--- src/rtl/mips_cpu_control_fsm.sv ---
// Multicycle control sequencer for the MIPS CPU.
// Adds bus stalls, delay slots, HI/LO interlock and halt-on-jump.
module mips_cpu_control_fsm #(
  parameter logic [31:0] RESET_VECTOR = 32'hBFC00000,
  parameter logic [31:0] HALT_ADDR    = 32'h00000000,
  parameter int          MULT_CYCLES  = 4,
  parameter int          DIV_CYCLES   = 32
) (
  input  logic        clk,
  input  logic        reset,
  input  logic [31:0] instr,
  input  logic        alu_cond,
  input  logic [31:0] jump_target,
  input  logic        waitrequest,
  output logic [31:0] pc,
  output logic        ir_write,
  output logic        mem_read,
  output logic        mem_write,
  output logic        addr_sel,
  output logic        reg_write,
  output logic        hilo_write,
  output logic        muldiv_busy,
  output logic        active,
  output logic [2:0]  state
);

  typedef enum logic [2:0] {
    FETCH  = 3'd0,
    DECODE = 3'd1,
    EXEC   = 3'd2,
    MEM    = 3'd3,
    WB     = 3'd4,
    HALTED = 3'd5
  } state_t;

  localparam logic [5:0] MULT_LOAD = 6'(MULT_CYCLES);
  localparam logic [5:0] DIV_LOAD  = 6'(DIV_CYCLES);

  state_t cur;
  state_t nxt;
  state_t retire;

  logic [31:0] pending_target;
  logic        branch_pending;
  logic        halt_pending;
  logic        halt_armed;
  logic [5:0]  cnt;

  logic [5:0] op;
  logic [5:0] fn;
  logic       link_ri;
  logic       unused_bits;

  logic is_jump;
  logic is_branch;
  logic is_load;
  logic is_store;
  logic is_muldiv;
  logic is_div;
  logic is_mthilo;
  logic hilo_dep;
  logic wr_reg;

  logic mem_op;
  logic stall;
  logic taken;
  logic fetch_done;
  logic exec_go;

  assign op          = instr[31:26];
  assign fn          = instr[5:0];
  assign link_ri     = instr[20];
  assign unused_bits = ^{instr[25:21], instr[19:6]};

  always_comb begin
    is_jump   = 1'b0;
    is_branch = 1'b0;
    is_load   = 1'b0;
    is_store  = 1'b0;
    is_muldiv = 1'b0;
    is_div    = 1'b0;
    is_mthilo = 1'b0;
    hilo_dep  = 1'b0;
    wr_reg    = 1'b0;
    case (op)
      6'h00: begin
        case (fn)
          6'h08: is_jump = 1'b1;
          6'h09: begin
            is_jump = 1'b1;
            wr_reg  = 1'b1;
          end
          6'h0C, 6'h0D: ;
          6'h10, 6'h12: begin
            hilo_dep = 1'b1;
            wr_reg   = 1'b1;
          end
          6'h11, 6'h13: begin
            hilo_dep  = 1'b1;
            is_mthilo = 1'b1;
          end
          6'h18, 6'h19: begin
            hilo_dep  = 1'b1;
            is_muldiv = 1'b1;
          end
          6'h1A, 6'h1B: begin
            hilo_dep  = 1'b1;
            is_muldiv = 1'b1;
            is_div    = 1'b1;
          end
          default: wr_reg = 1'b1;
        endcase
      end
      // BLTZAL/BGEZAL link unconditionally
      6'h01: begin
        is_branch = 1'b1;
        wr_reg    = link_ri;
      end
      6'h02: is_jump = 1'b1;
      6'h03: begin
        is_jump = 1'b1;
        wr_reg  = 1'b1;
      end
      6'h04, 6'h05, 6'h06, 6'h07:
        is_branch = 1'b1;
      6'h08, 6'h09, 6'h0A, 6'h0B,
      6'h0C, 6'h0D, 6'h0E, 6'h0F:
        wr_reg = 1'b1;
      6'h20, 6'h21, 6'h22, 6'h23,
      6'h24, 6'h25, 6'h26:
        is_load = 1'b1;
      6'h28, 6'h29, 6'h2A, 6'h2B, 6'h2E:
        is_store = 1'b1;
      default: ;
    endcase
  end

  assign muldiv_busy = (cnt != 6'd0);
  assign mem_op      = is_load | is_store;
  assign stall       = (cur == EXEC) & hilo_dep & muldiv_busy;
  assign taken       = is_jump | (is_branch & alu_cond);
  assign fetch_done  = (cur == FETCH) & ~waitrequest;
  assign exec_go     = (cur == EXEC) & ~stall;
  assign retire      = halt_armed ? HALTED : FETCH;

  always_ff @(posedge clk or negedge reset) begin
    if (!reset) begin
      cur <= FETCH;
    end else begin
      cur <= nxt;
    end
  end

  always_comb begin
    nxt = cur;
    case (cur)
      FETCH:  if (!waitrequest) nxt = DECODE;
      DECODE: nxt = EXEC;
      EXEC: begin
        unique case (1'b1)
          stall:            nxt = EXEC;
          mem_op:           nxt = MEM;
          !stall && wr_reg: nxt = WB;
          default:          nxt = retire;
        endcase
      end
      MEM: begin
        if (!waitrequest) begin
          nxt = is_load ? WB : retire;
        end
      end
      WB:     nxt = retire;
      HALTED: nxt = HALTED;
      default: nxt = FETCH;
    endcase
  end

  // Strobes are gated by reset so they drop the moment it asserts
  always_comb begin
    ir_write   = reset & fetch_done;
    mem_read   = reset & ((cur == FETCH) |
                          ((cur == MEM) & is_load));
    mem_write  = reset & (cur == MEM) & is_store;
    addr_sel   = reset & (cur == MEM);
    reg_write  = reset & (cur == WB);
    hilo_write = reset & (cur != HALTED) &
                 ((cnt == 6'd1) | (exec_go & is_mthilo));
    active     = (cur != HALTED);
    state      = cur;
  end

  always_ff @(posedge clk or negedge reset) begin
    if (!reset) begin
      pc             <= RESET_VECTOR;
      pending_target <= '0;
      branch_pending <= 1'b0;
      halt_pending   <= 1'b0;
      halt_armed     <= 1'b0;
      cnt            <= '0;
    end else begin
      if (fetch_done) begin
        if (branch_pending) begin
          pc             <= pending_target;
          branch_pending <= 1'b0;
          halt_armed     <= halt_pending;
          halt_pending   <= 1'b0;
        end else begin
          pc <= pc + 32'd4;
        end
      end
      if (exec_go && taken) begin
        pending_target <= jump_target;
        branch_pending <= 1'b1;
        if (is_jump && jump_target == HALT_ADDR) begin
          halt_pending <= 1'b1;
        end
      end
      if (exec_go && is_muldiv) begin
        cnt <= is_div ? DIV_LOAD : MULT_LOAD;
      end else if (cnt != 6'd0) begin
        cnt <= cnt - 6'd1;
      end
    end
  end

endmodule

--- config.mk ---
export PLATFORM = sky130hd
export DESIGN_NAME = mips_cpu_control_fsm
export DESIGN_NICKNAME = d
export VERILOG_FILES = /design/src/rtl/mips_cpu_control_fsm.sv
export SDC_FILE = /design/constraint.sdc
export NUM_CORES = 1
export LEC_CHECK = 0
export ABC_CLOCK_PERIOD_IN_PS = 3200
export CELL_PAD_IN_SITES_DETAIL_PLACEMENT = 0
export CELL_PAD_IN_SITES_GLOBAL_PLACEMENT = 1
export CORE_MARGIN = 2
export CORE_UTILIZATION = 34
export DETAILED_ROUTE_END_ITERATION = 8
export HOLD_SLACK_MARGIN = 0.15
export PLACE_DENSITY_LB_ADDON = 0.1
export SETUP_SLACK_MARGIN = 0.4
export SYNTH_ARGS = -nofsm -noshare
export SYNTH_HDL_FRONTEND = slang
export SYNTH_SLANG_ARGS = --single-unit
--- constraint.sdc ---
create_clock -name clk -period 3.2 [get_ports clk]
set_input_delay 0.64 -clock clk [delete_from_list [all_inputs] [get_ports clk]]
set_output_delay 0.64 -clock clk [all_outputs]
set_load 0.005 [all_outputs]
Word-level counts from Yosys, hierarchy flattened
Index checks and enable logic that the tools add are counted.
W data, S select, Z words.
{ "classes": {"addsub": 2, "eq_ne": 48, "muxes": 31, "n_bitwise": 20, "reduce_logical": 24} }
{ "ops": {"columns": ["op", "count"], "rows": [
  ["$eq A6 B4 Y1 const B", 12],
  ["$eq A6 B6 Y1 const B", 12],
  ["$eq A6 B5 Y1 const B", 8],
  ["$add A32 B3 Y32 const B", 1],
  ["$logic_not A32 Y1", 1],
  ["$mux W32", 1],
  ["$eq A6 B3 Y1 const B", 4],
  ["$mux W1", 19],
  ["$mux W6", 3],
  ["$pmux W3 S6", 1],
  ["$reduce_or A9 Y1", 2],
  ["$and A1 B1 Y1", 14],
  ["$eq A6 B1 Y1 const B", 2],
  ["$eq A6 B2 Y1 const B", 2],
  ["$mux W3", 4],
  ["$reduce_or A5 Y1", 2],
  ["$pmux W3 S3", 1],
  ["$reduce_or A2 Y1", 4],
  ["$reduce_or A8 Y1", 1],
  ["$reduce_or A7 Y1", 1],
  ["$eq A3 B2 Y1 const B", 2],
  ["$eq A3 B3 Y1 const B", 2],
  ["$logic_not A6 Y1", 1],
  ["$reduce_bool A6 Y1", 1],
  ["14 further kinds", 24]
]} }
{ "word_totals": {"reg_bits": 76, "in_bits": 68, "out_inout_bits": 43, "word_cells": 132} }

Longest topological paths before layout
{ "depth": {"ltp_word": 11, "mapped_depth": 8, "mapped_depth_nobuf": 7} }

Worst setup path after synthesis
No wires, ideal clock.
{ "synth_timing": {"kind": "flip-flop to output port", "startpoint": "register cur[0], in the netlist state[0]", "endpoint": "output ir_write", "arrival_ps": 1750, "required_ps": 2560, "path_slack_ps": 810, "path_stages_with_launch": 6, "n_path_buf": 3, "path_cell_list": "dfrtp_1 clkbuf_1 nor4_2 clkbuf_1 clkbuf_1 and2_1"} }
{ "synth_via": {"elab_chain_cells": 3} }
{ "synth_lines": {"columns": ["element", "line_no", "text"], "rows": [
  ["from (decl)", "39", "state_t cur;"],
  ["from (signal assigned)", "150", "cur <= nxt;"],
  ["$logic_not A3 Y1", "142", "assign fetch_done = (cur == FETCH) & ~waitrequest;"],
  ["$and A1 B1 Y1", "142", null],
  ["$and A1 B1 Y1", "180", "ir_write = reset & fetch_done;"],
  ["to (decl)", "16", "output logic ir_write,"]
]} }
Every way passes these cells.

Worst setup path after layout
{ "layout_timing": {"startpoint": "input instr[4]", "endpoint": "output hilo_write"} }
{ "layout_via": {"elab_chain_cells": 11, "word_cells_on_any_way": 21, "cone_classes": "8 x eq/ne; 4 x mux; 7 x bitwise; 2 x reduce/logical"} }
{ "layout_lines": {"columns": ["element", "line_no", "text"], "rows": [
  ["from (decl)", "11", "input logic [31:0] instr,"],
  ["$eq A6 B5 Y1", "87", "case (fn)"],
  ["$reduce_or A8 Y1 (no source line)", null, null],
  ["$mux W1", "87", null],
  ["$mux W1", "85", "case (op)"],
  ["$and A1 B1 Y1 (2 in a row)", "140", "assign stall = (cur == EXEC) & hilo_dep & muldiv_busy;"],
  ["$not A1 Y1", "143", "assign exec_go = (cur == EXEC) & ~stall;"],
  ["$and A1 B1 Y1", "143", null],
  ["$and A1 B1 Y1 *", "187", "((cnt == 6'd1) | (exec_go & is_mthilo));"],
  ["$or A1 B1 Y1 *", "187", null],
  ["$and A1 B1 Y1 *", "186", "hilo_write = reset & (cur != HALTED) &"],
  ["to (decl)", "21", "output logic hilo_write,"]
]} }
Mark *: on every way between the ends. The rest lies on a longest branch, timed or not.

==> impl_results.md <==
- Layout area overhead: 39.1%
- Critical path's slowest cell: clkdlybuf4s50_1
- Flops & latches, synth: 76
- Core region area: 12500 um^2
- Worst setup SP type: input port
- Post-DRT Antenna Nets: 0
- Initial core utilization: 0.344
- # clock sinks: 76
- Clock slew at reported path FFs: 0.06 ns
- Post-synth ARST share: 1.00
- Pin count of the biggest net entering global routing: 68
- Post-place setup slack: -0.0426 ns
- CP Capture Type: output port
- Nets: 640
- Synth Instances: 453
- Fillers: 1236
- Crit-path leading delay family: buffers and inverters
- WL per Instance: 17.0 um
- Yosys cell types: 60
- Worst Path Buf+Inv: 2
- FF/Latch Area: 1910 um^2
- Tot Pwr: 4.10 mW
- Synth area leaders: dfrtp_1 (39%), mux2_2 (9.7%), dfstp_2 (5.5%), o21ai_0 (3.5%), a21oi_1 (3.3%)
- Remaining DRCs: 0
- Clk_skew: 0.00624 ns
- Worst EP arrival: 2.16 ns
- CP cell instances: clkdlybuf4s50_1, nor2b_4, nand4b_1, nor3_2, a31oi_1, nor2_1, clkdlybuf4s15_1
- Max Freq: 357 MHz
- Min cycle time layout: 2.80 ns
- Detailed placement HPWL: 8.77 mm
- Die Area: 13500 um^2
- Area leader, netlist: dfrtp_1
- Setup Viol. Count Final: 0
- Levels on crit path: 7
- Share of layout cells above drive strength 1: 0.195
- First-pass GRT wire length: 19.9 mm
- Max-Cap Viols: 0
- Die Width: 116 um
- RSZ-0062 raised after global routing: true
- CP max FO: 2
- CTS Root Cell: clkbuf_16
- Io pins: 111
- Die Y-Extent: 116 um
- Fin crit share: 0.874
- Critical path class: input port to output port
- Syn Std Cell Area: 4280 um^2
- TritonCTS Buffers: 9
- Clock latency on the worst-skew pair: 0.33 ns
- GRT Total Usage: 0.190
- Slew headroom: 0.414
- Status: complete, no violations
- Main synth FF type: dfrtp_1
- Post-Syn Nets: 524
- N_diodes: 0
- Via count: 4029
- Post-synth EDFFs: 0
- Yosys Warn Count: 0
- Congestion Overflow GR: 0
- Multi-input combinational cell area: 2260 um^2
- FF-to-FF path depth: 17
- Critical Path RT: 2.56 ns
- Worst Hold Depth: 1
- Clock Path Buffers: 2
- Vias in the first global route: 3698
- Top-count cell post-synth: dfrtp_1
- Post-synth top area share: 0.391
- Hold Fails Final Rpt: 0
- Routed WL: 12.7 mm
- Static Leak: 2.51 nW
- Placed instance area: 5500 um^2
- # rows: 41
- Setup ws final: 0.403 ns
- Post-synth top cells: dfrtp_1 (67), mux2_2 (37), nor2_1 (30), o21ai_0 (30)
- Slew Viols, Final: 0
- Min-Delay Path Class: register to register
- Slew @ Worst Pin: 0.880 ns
- Util after Layout: 0.478
- Initial DRC count: 224
- TritonCTS clock tree: done
- Mapped Avg Cell Area: 9.46 um^2
- Sequential element share of the synthesized area: 0.447
- PwrDens: 688 nW/um^2
- Gp weighted congestion: 0.836
- Htree depth: 3
- IO Port Bufs: 91
- DR pass1 iterations: 4
- Antenna violations before repair: 0
- Vias per inst: 5.40
- Max stage delay on crit path: 0.50 ns
- Final instance area: 5960 um^2
- VDD IR max: 0.284 mV
-- kinds of logic (layout without fill, tap and decap cells) --
family / after synthesis / after routing / share of synthesized area
AO/OA/AOI/OAI: 106 / 106 / 0.158
XOR/XNOR: 2 / 2 / 0.00409
adder cells (fa/ha/maj): 3 / 3 / 0.00876
buffers and inverters: 43 / 164 / 0.0423
flip-flops: 76 / 76 / 0.447
multiplexers: 42 / 42 / 0.109
AND/OR/NAND/NOR: 181 / 181 / 0.232
-- area by class of cell --
type	instances	area share
Clock inverter	2	0.00588
Clock buffer	14	0.0426
Timing Repair Buffer	131	0.204
Inverter	17	0.0107
Tap cell	172	0.0361
Sequential cell	76	0.321
Multi-Input combinational cell	334	0.380
-- worst register-to-register path, cell delays in order (launching register included) --
cell	delay, ns
dfrtp_1	0.55
nor2b_1	0.09
buf_4	0.16
nand2b_1	0.17
nor3_2	0.08
buf_4	0.13
buf_4	0.12
buf_4	0.12
buf_4	0.12
buf_4	0.12
buf_4	0.12
buf_4	0.12
buf_4	0.12
buf_4	0.12
buf_4	0.12
buf_4	0.12
nand2_1	0.06
o221ai_1	0.11
-- power breakdown --
part           switching (mW)  internal, mW
clock                   0.379         0.625
sequential              0.342          1.33
combinational           0.663         0.766
total                    1.38          2.72
-- registers in the layout (all words and copies together) (netlist names) --
name            flops
pc                 32
branch_pending      1
pending_target     32
cnt                 6
halt_armed          1
halt_pending        1
state               3
-- placed cells by master (no fill, tap or decap), drive strengths merged, types with 3 or more instances in the layout --
| cell | Yosys | routed |
|---|---|---|
| a211oi | 3 | 3 |
| a21o | 3 | 3 |
| a21oi | 28 | 28 |
| a311o | 4 | 4 |
| a31oi | 6 | 6 |
| and3 | 12 | 12 |
| and4 | 4 | 4 |
| buf | 7 | 39 |
| clkbuf | 19 | 15 |
| clkdlybuf4s50 | 0 | 81 |
| dfrtp | 67 | 67 |
| dfstp | 9 | 9 |
| dlygate4sd2 | 0 | 5 |
| ha | 3 | 3 |
| inv | 17 | 17 |
| mux2 | 37 | 37 |
| mux2i | 5 | 5 |
| nand2 | 28 | 28 |
| nand2b | 6 | 6 |
| nand3 | 22 | 22 |
| nand4 | 13 | 13 |
| nor2 | 30 | 30 |
| nor2b | 8 | 8 |
| nor3 | 20 | 20 |
| nor3b | 3 | 3 |
| nor4 | 22 | 22 |
| o211ai | 3 | 3 |
| o21ai | 30 | 30 |
| o22ai | 5 | 5 |
| o311a | 4 | 4 |
| or4 | 3 | 3 |
-- through the flow --
stage,setup TNS (ns),hold WS (ns),std cells
3_5_place_dp,-0.0426,0.490,715
2_1_floorplan,0,0.344,453
6_report,0,0.501,746
4_1_cts,0,0.503,743
5_1_grt,0,0.515,746
3_3_place_gp,-0.0239,0.483,715
-- final timing paths --
kind | startpoint | to | slack [ns]
worst max register to register | state[2] | cnt[2] | 0.49
worst min-delay path | pc[1] | pc[1] | 0.50
max in group asynchronous | reset | branch_pending | 2.03
worst min register to register | pc[1] | pc[1] | 0.50
min in group asynchronous | reset | pending_target[30] | 0.60
worst max-delay path | instr[4] | hilo_write | 0.40
-- routing by layer --
metal	wire length (um)	vias up	track usage
li1	-	1949	-
met1	6220	1960	0.279
met2	5760	103	0.292
met3	501	17	0.0259
met4	191	0	0.0540
met5	0	-	0
-- timing repair --
action / in CTS / in global routing
setup buffers: 10 / 3
setup endpoints to repair: 3 / 3
hold buffers: 2 / 0
pin swaps: 6 / 3
resized for setup: 18 / 6
gates cloned: 0 / 0
endpoints found under the hold margin: 2 / 0
(Power assumes the default switching activity.)
